==> config.mk <==
export PLATFORM = sky130hd
export DESIGN_NAME = speck32_iter_core
export DESIGN_NICKNAME = d
export VERILOG_FILES = /design/src/rtl/speck32_iter_core.sv
export SDC_FILE = /design/constraint.sdc
export NUM_CORES = 1
export LEC_CHECK = 0
export ABC_AREA = 1
export CORE_MARGIN = 2
export CORE_UTILIZATION = 53
export DETAILED_ROUTE_END_ITERATION = 7
export GPL_TIMING_DRIVEN = 0
export PLACE_DENSITY = 0.88
export SLEW_MARGIN = 5
export SYNTH_ARGS = -nofsm -noshare
export SYNTH_HDL_FRONTEND = slang
export SYNTH_SLANG_ARGS = --single-unit
==> constraint.sdc <==
create_clock -name clk -period 3.8 [get_ports clk]
set_input_delay 0.76 -clock clk [delete_from_list [all_inputs] [get_ports clk]]
set_output_delay 0.76 -clock clk [all_outputs]
set_load 0.005 [all_outputs]
==> src/rtl/speck32_iter_core.sv <==
// Iterative Speck32/64 encryptor: one round per clock, 22 rounds, valid/ready handshakes.
// Optional round_idx debug port is enabled by defining SPECK_ROUND_IDX_EN.

module speck_xor16 (
    input  logic [15:0] a,
    input  logic [15:0] b,
    output logic [15:0] y
);
    assign y = a ^ b;
endmodule

module speck32_iter_core (
    input  logic        clk,
    input  logic        rst,
    input  logic        in_valid,
    output logic        in_ready,
    input  logic [15:0] pt_x,
    input  logic [15:0] pt_y,
    input  logic [63:0] key,
    output logic        out_valid,
    input  logic        out_ready,
    output logic [15:0] ct_x,
    output logic [15:0] ct_y
`ifdef SPECK_ROUND_IDX_EN
    ,
    output logic [4:0]  round_idx
`endif
);

    typedef enum logic [1:0] {
        IDLE = 2'd0,
        RUN  = 2'd1,
        DONE = 2'd2
    } state_t;

    localparam logic [4:0] LAST_ROUND = 5'd21;

    state_t      state_q, state_d;
    logic [15:0] x_q, x_d;
    logic [15:0] y_q, y_d;
    logic [15:0] k_q, k_d;
    logic [15:0] l0_q, l0_d;
    logic [15:0] l1_q, l1_d;
    logic [15:0] l2_q, l2_d;
    logic [4:0]  r_q, r_d;

    // Round datapath: data round and key-schedule round evaluated side by side.
    logic [15:0] x_sum, l_sum, x_new, y_new, l_new, k_new;

    assign x_sum = {x_q[6:0], x_q[15:7]} + y_q;
    assign l_sum = {l0_q[6:0], l0_q[15:7]} + k_q;

    speck_xor16 u_xor_x (.a(x_sum),                     .b(k_q),             .y(x_new));
    speck_xor16 u_xor_y (.a({y_q[13:0], y_q[15:14]}),   .b(x_new),           .y(y_new));
    speck_xor16 u_xor_l (.a(l_sum),                     .b({11'd0, r_q}),    .y(l_new));
    speck_xor16 u_xor_k (.a({k_q[13:0], k_q[15:14]}),   .b(l_new),           .y(k_new));

    always_comb begin
        // NOTE: every signal gets a default first so no path leaves it unassigned (no latches).
        state_d = state_q;
        x_d     = x_q;
        y_d     = y_q;
        k_d     = k_q;
        l0_d    = l0_q;
        l1_d    = l1_q;
        l2_d    = l2_q;
        r_d     = r_q;
        unique case (state_q)
            IDLE: begin
                if (in_valid) begin
                    x_d     = pt_x;
                    y_d     = pt_y;
                    k_d     = key[15:0];
                    l0_d    = key[31:16];
                    l1_d    = key[47:32];
                    l2_d    = key[63:48];
                    r_d     = 5'd0;
                    state_d = RUN;
                end
            end
            RUN: begin
                x_d  = x_new;
                y_d  = y_new;
                k_d  = k_new;
                l0_d = l1_q;
                l1_d = l2_q;
                l2_d = l_new;
                r_d  = r_q + 5'd1;
                if (r_q == LAST_ROUND) state_d = DONE;
            end
            DONE: begin
                if (out_ready) state_d = IDLE;
            end
            default: state_d = IDLE;
        endcase
    end

    always_ff @(posedge clk or posedge rst) begin
        if (rst) begin
            state_q <= IDLE;
            x_q     <= '0;
            y_q     <= '0;
            k_q     <= '0;
            l0_q    <= '0;
            l1_q    <= '0;
            l2_q    <= '0;
            r_q     <= '0;
        end else begin
            // NOTE: non-blocking so every flop samples the pre-edge values of the others.
            state_q <= state_d;
            x_q     <= x_d;
            y_q     <= y_d;
            k_q     <= k_d;
            l0_q    <= l0_d;
            l1_q    <= l1_d;
            l2_q    <= l2_d;
            r_q     <= r_d;
        end
    end

    // Handshakes decode only the registered state, so out_ready never reaches in_ready.
    assign in_ready  = (state_q == IDLE);
    assign out_valid = (state_q == DONE);
    assign ct_x      = x_q;
    assign ct_y      = y_q;

`ifdef SPECK_ROUND_IDX_EN
    // r_q has already stepped to 22 when DONE is entered.
    assign round_idx = (state_q == IDLE) ? 5'd0 : r_q;
`endif

endmodule

### Word level (Yosys, flattened, before mapping)

Index checks and enable logic that the tools add are counted.
W data, S select, Z words.

* bitwise gates (word level): 4
* multiplexer cells: 18
* $add $sub $neg: 3
* reductions and logical operators: 4
* equal/unequal tests: 6

Operators with widths (count)
* $pmux W16 S2: 6
* $mux W16: 6
* $xor A16 B16 Y16: 3
* $add A16 B16 Y16: 2
* $xor A16 B5 Y16: 1
* $pmux W5 S2: 1
* $mux W2: 3
* $pmux W2 S3: 1
* $add A5 B1 Y5 const B: 1
* $eq A5 B5 Y1 const B: 1
* $mux W5: 1
* $ne A2 B2 Y1 const B: 2
* $reduce_and A3 Y1: 1
* $eq A2 B1 Y1 const B: 1
* $eq A2 B2 Y1 const B: 1
* $logic_not A2 Y1: 1
* $ne A2 B1 Y1 const B: 1
* $reduce_and A2 Y1: 1
* $reduce_bool A2 Y1: 1

* word-level logic and storage cells: 43
* register bits after elaboration: 103
* input bits: 100
* output and inout bits: 34

### Depth between registers and ports, before layout

* depth after elaboration: 4
* gate-level depth with buffers: 13
* mapped depth without buffers: 13

### Hierarchy

Synthesis repeated with hierarchy kept, for this count alone.

* cell total of the unflattened synthesis: 1197
* area total of the unflattened synthesis: 7559.8 µm²

By module, submodules not included
* speck32_iter_core: area each 6358.6 µm², seq. area each 2577.5 µm², instances 1, cells an instance 877
* speck_xor16: area each 300.3 µm², seq. area each 0.0 µm², instances 4, cells an instance 80

### Least setup slack after synthesis

Ideal clock, no wire load.

* path kind: reg-to-reg
* start: register y_q[0], in the netlist ct_y[0]
* end: register y_q[8], in the netlist ct_y[8]
* setup time: 0.117 ns
* period minus slack after synthesis: 1.863 ns
* stages on the path, launching flop included: 13
* data required time: 3.683 ns
* path buffers: 0
* arrival: 1.746 ns
* setup slack: 1.937 ns
* path through: dfrtp_1 -> ha_1 -> inv_1 -> fa_1 -> inv_1 -> nand3_1 -> nand3_1 -> a21oi_1 -> or2_1 -> nand2_1 -> nand2_1 -> nand3_1 -> nand2_1

* cells in the longest elaborated chain, start to end: 4

Ends and longest elaborated chain
* start: declaration: RTL line 40 `logic [15:0] y_q, y_d;`
* start signal: assignment: RTL line 112 `y_q <= y_d;`
* $add A16 B16 Y16: RTL line 50 `assign x_sum = {x_q[6:0], x_q[15:7]} + y_q;`
* $xor A16 B16 Y16 (2 in a row): RTL line 9 `assign y = a ^ b;`
* $pmux W16 S2: RTL line 68 `unique case (state_q)`

Every way passes these cells.
A chain may end at the register's enable or synchronous reset.

### Final worst setup path

* start: register state_q[0]
* end: output port out_valid

* cells in the longest elaborated chain, start to end: 1

Ends and longest elaborated chain
* start: declaration: RTL line 38 `state_t state_q, state_d;`
* start signal: assignment: RTL line 110 `state_q <= state_d;`
* $eq A2 B2 Y1: RTL line 123 `assign out_valid = (state_q == DONE);`
* end: declaration: RTL line 20 `output logic out_valid,`

Every way passes these cells.

==> summary.txt <==
Clock network
  • Num CTS Buffers: 9
  • Worst-Skew Late Latency: approximately 0.36 ns
  • Clock transition at path regs: around 0.070 ns
  • Sinks on Clock Net: ~100
  • CTS Hold Bufs: 0
  • Setup Buffers After CTS: 0
  • CTS resizes: 0
  • Clock tree buffer depth: 2
  • CTS tree: built
  • H-Tree Depth: 3
  • CTS root buf: clkbuf_16

Final layout
  • Area delta synth->final: 26.72%
  • Layout cells sized above 1: 0.05344
  • Area of the multi-input gates: between 3000 and 4000 um2
  • # diodes: 0
  • Nets: between 1k and 1.5k
  • Non-filler cells, final: between 1k and 1.5k
  • Fillers: between 1k and 1.5k
  • Sequential cell area: ~2600 um2

Global routing
  • Vias in the first global route: 7040
  • Initial antenna violation count: 0
  • Total grt overflow: 0
  • Largest net degree at the start of global routing: 69
  • First-pass GRT wire length: between 30000 and 40000 um
  • Tot GR Track Use: 0.3216

Synth
  • Synth Cell Area: a little over 7000 um2
  • Netlist cell types: 38
  • Syn Area/Cell: a little under 7 um2
  • Net Count, Synth: 1163
  • Cells after Synth: 1029
  • Synth warn: 0
  • Top FF cell, synth: dfrtp_1
  • Sequential fraction of the synthesis area: 0.3625
  • Synthesized flop and latch total: 103
  • EDFF count, synth: 0
  • FFs w/ async S/R, synth: 1.000

Floorplanning
  • Die Wd: ~120 um
  • Core Box Area: approximately 13000 um2
  • Die H: ~120 um
  • Initial Util: 0.5390
  • I/O Pins: 134
  • Std cell rows: 42
  • Full die area: roughly 14000 um2

Drt
  • Drt first pass iters: 5
  • Post-DR vias/cell: between 5 and 6
  • Post-Route WL: around 22000 um
  • DRC viols: 0
  • Drt initial violations: 598
  • WL/cell: between 15 and 20 um
  • Via count: around 7.3k
  • Number of routed nets with antenna violations: 0

Setup path
  • Most used cell, CP: inv_1
  • Crit end category: output pin
  • Crit-path cells: inv_1 > nand2_1 > inv_1 > clkdlybuf4s50_1
  • WP data required: 3.04 ns
  • CP Class: register to output pin
  • Crit-path max cell delay: approximately 0.49 ns
  • Slowest CP cell: clkdlybuf4s50_1
  • CP Launch Type: register
  • Critical-path maximum fanout: 2
  • Crit path DAT: roughly 1.5 ns

Placement
  • Dpl cells: 1339
  • GPL Wtd Cong: 0.9254
  • Detail Placement HPWL: around 17000 um
  • PortBufs: between 100 and 150

Timing
  • Hold Fails Final Rpt: 0
  • Final Cycle Share: 0.5954
  • Actual slew at the worst max-slew pin: about 0.55 ns
  • Clock Skew: about 0.011 ns
  • Setup violators final: 0
  • Slew Limit Fails: 0
  • Period minus WS final: 2.262 ns
  • Rel. slew slack: 0.6363
  • Fmax: approximately 440 MHz
  • RSZ-0062 raised after global routing: false

Run status
  • Status: finished, final reports clean

Flow run
  • Max cap viols: 0

Hold path
  • Worst Hold Class: register to register
[per-layer routing]
metal	share of wire	vias to the layer above	global-route usage	wire [um]
met3	0.077	70	0.05798	1714
met1	0.41	3350	0.4017	8974
met2	0.46	328	0.5236	10200
met5	0	-	0	0
li1	-	3536	-	-
met4	0.056	0	0.1868	1238
[synthesized netlist by cell type, types with 10 or more instances]
| cell type | count | area, um2 |
|---|---|---|
| nand2_1 | 414 | 1554 |
| inv_1 | 147 | 551.8 |
| nand3_1 | 123 | 615.6 |
| dfrtp_1 | 103 | 2577 |
| o211ai_1 | 33 | 247.7 |
| ha_1 | 32 | 400.4 |
| nor2_1 | 22 | 82.58 |
| buf_2 | 20 | 100.1 |
| xor2_1 | 20 | 175.2 |
| a21oi_1 | 16 | 80.08 |
| o21ai_1 | 15 | 75.07 |
| xnor2_1 | 15 | 131.4 |
| o21ai_0 | 10 | 50.05 |
[kinds of logic (layout without fill, tap and decap cells)]
kind of cell             count (synthesis)  in the layout  share of synthesized area
flip-flops                             103            103                     0.3625
AO/OA/AOI/OAI                           85             85                    0.07533
adder cells (fa/ha/maj)                 34             34                    0.06195
AND/OR/NAND/NOR                        588            588                     0.3458
XOR/XNOR                                37             37                    0.04770
buffers and inverters                  181            331                     0.1052
multiplexers                             1              1                   0.001408
[flip-flops by register name (all words and copies together) (netlist names)]
signal	count
ct_x	16
ct_y	16
k_q	16
l0_q	16
l1_q	16
l2_q	16
r_q	5
state_q	2
[final timing paths]
path	start	endpoint	slack, ns	depth (start not counted)
max in group asynchronous	rst	l1_q[13]	2.31	3
setup / recovery	state_q[0]	out_valid	1.54	4
min in group asynchronous	rst	ct_x[6]	0.78	2
hold reg to reg	l1_q[9]	l1_q[9]	0.49	2
hold / removal	l1_q[9]	l1_q[9]	0.49	2
setup reg to reg	k_q[0]	k_q[12]	1.61	13
[critical path, delay by kind of cell (launching register included)]
family                 cells  cell delay [ns]
buffers and inverters      3             0.66
DFF                        1             0.39
and+or+nand+nor            1             0.10
[final cells by class]
| cell class | instances | area share |
|---|---|---|
| multi-input combinational | 745 | 0.4200 |
| sequential | 103 | 0.2861 |
| timing repair buffer | 134 | 0.1508 |
| inverter | 150 | 0.06306 |
| clock buffer | 12 | 0.02958 |
| tap | 176 | 0.02444 |
| buffer | 31 | 0.02028 |
| clock inverter | 4 | 0.005694 |
[stage by stage]
step / util / TNS (ns) / worst slack (ns) / hold slack [ns] / area [um2]
CTS: 0.6830 / 0 / 1.532 / 0.4859 / 9009
floorplan: - / 0 / 0.3362 / 0.4494 / 7109
detailed placement: 0.6589 / 0 / 1.523 / 0.4690 / 8691
global route: 0.6830 / 0 / 1.481 / 0.5000 / 9009
finish: 0.6830 / 0 / 1.538 / 0.4854 / 9009
global placement: 0.6566 / -126.39 / -1.240 / 0.4661 / 8661
[cells in the final DEF (no fill, tap or decap), types with 9 or more instances in the layout]
master,instances
nor2_1,22
o21ai_0,10
clkdlybuf4s50_1,133
o21ai_1,15
xnor2_1,15
clkbuf_16,9
a21oi_1,16
inv_1,146
buf_2,20
xor2_1,20
dfrtp_1,103
nand2_1,414
ha_1,32
nand3_1,123
o211ai_1,33
Power is left out: the tool's default activity adds up to more than one toggle a clock period on the data nets, which glitch-free logic cannot reach.
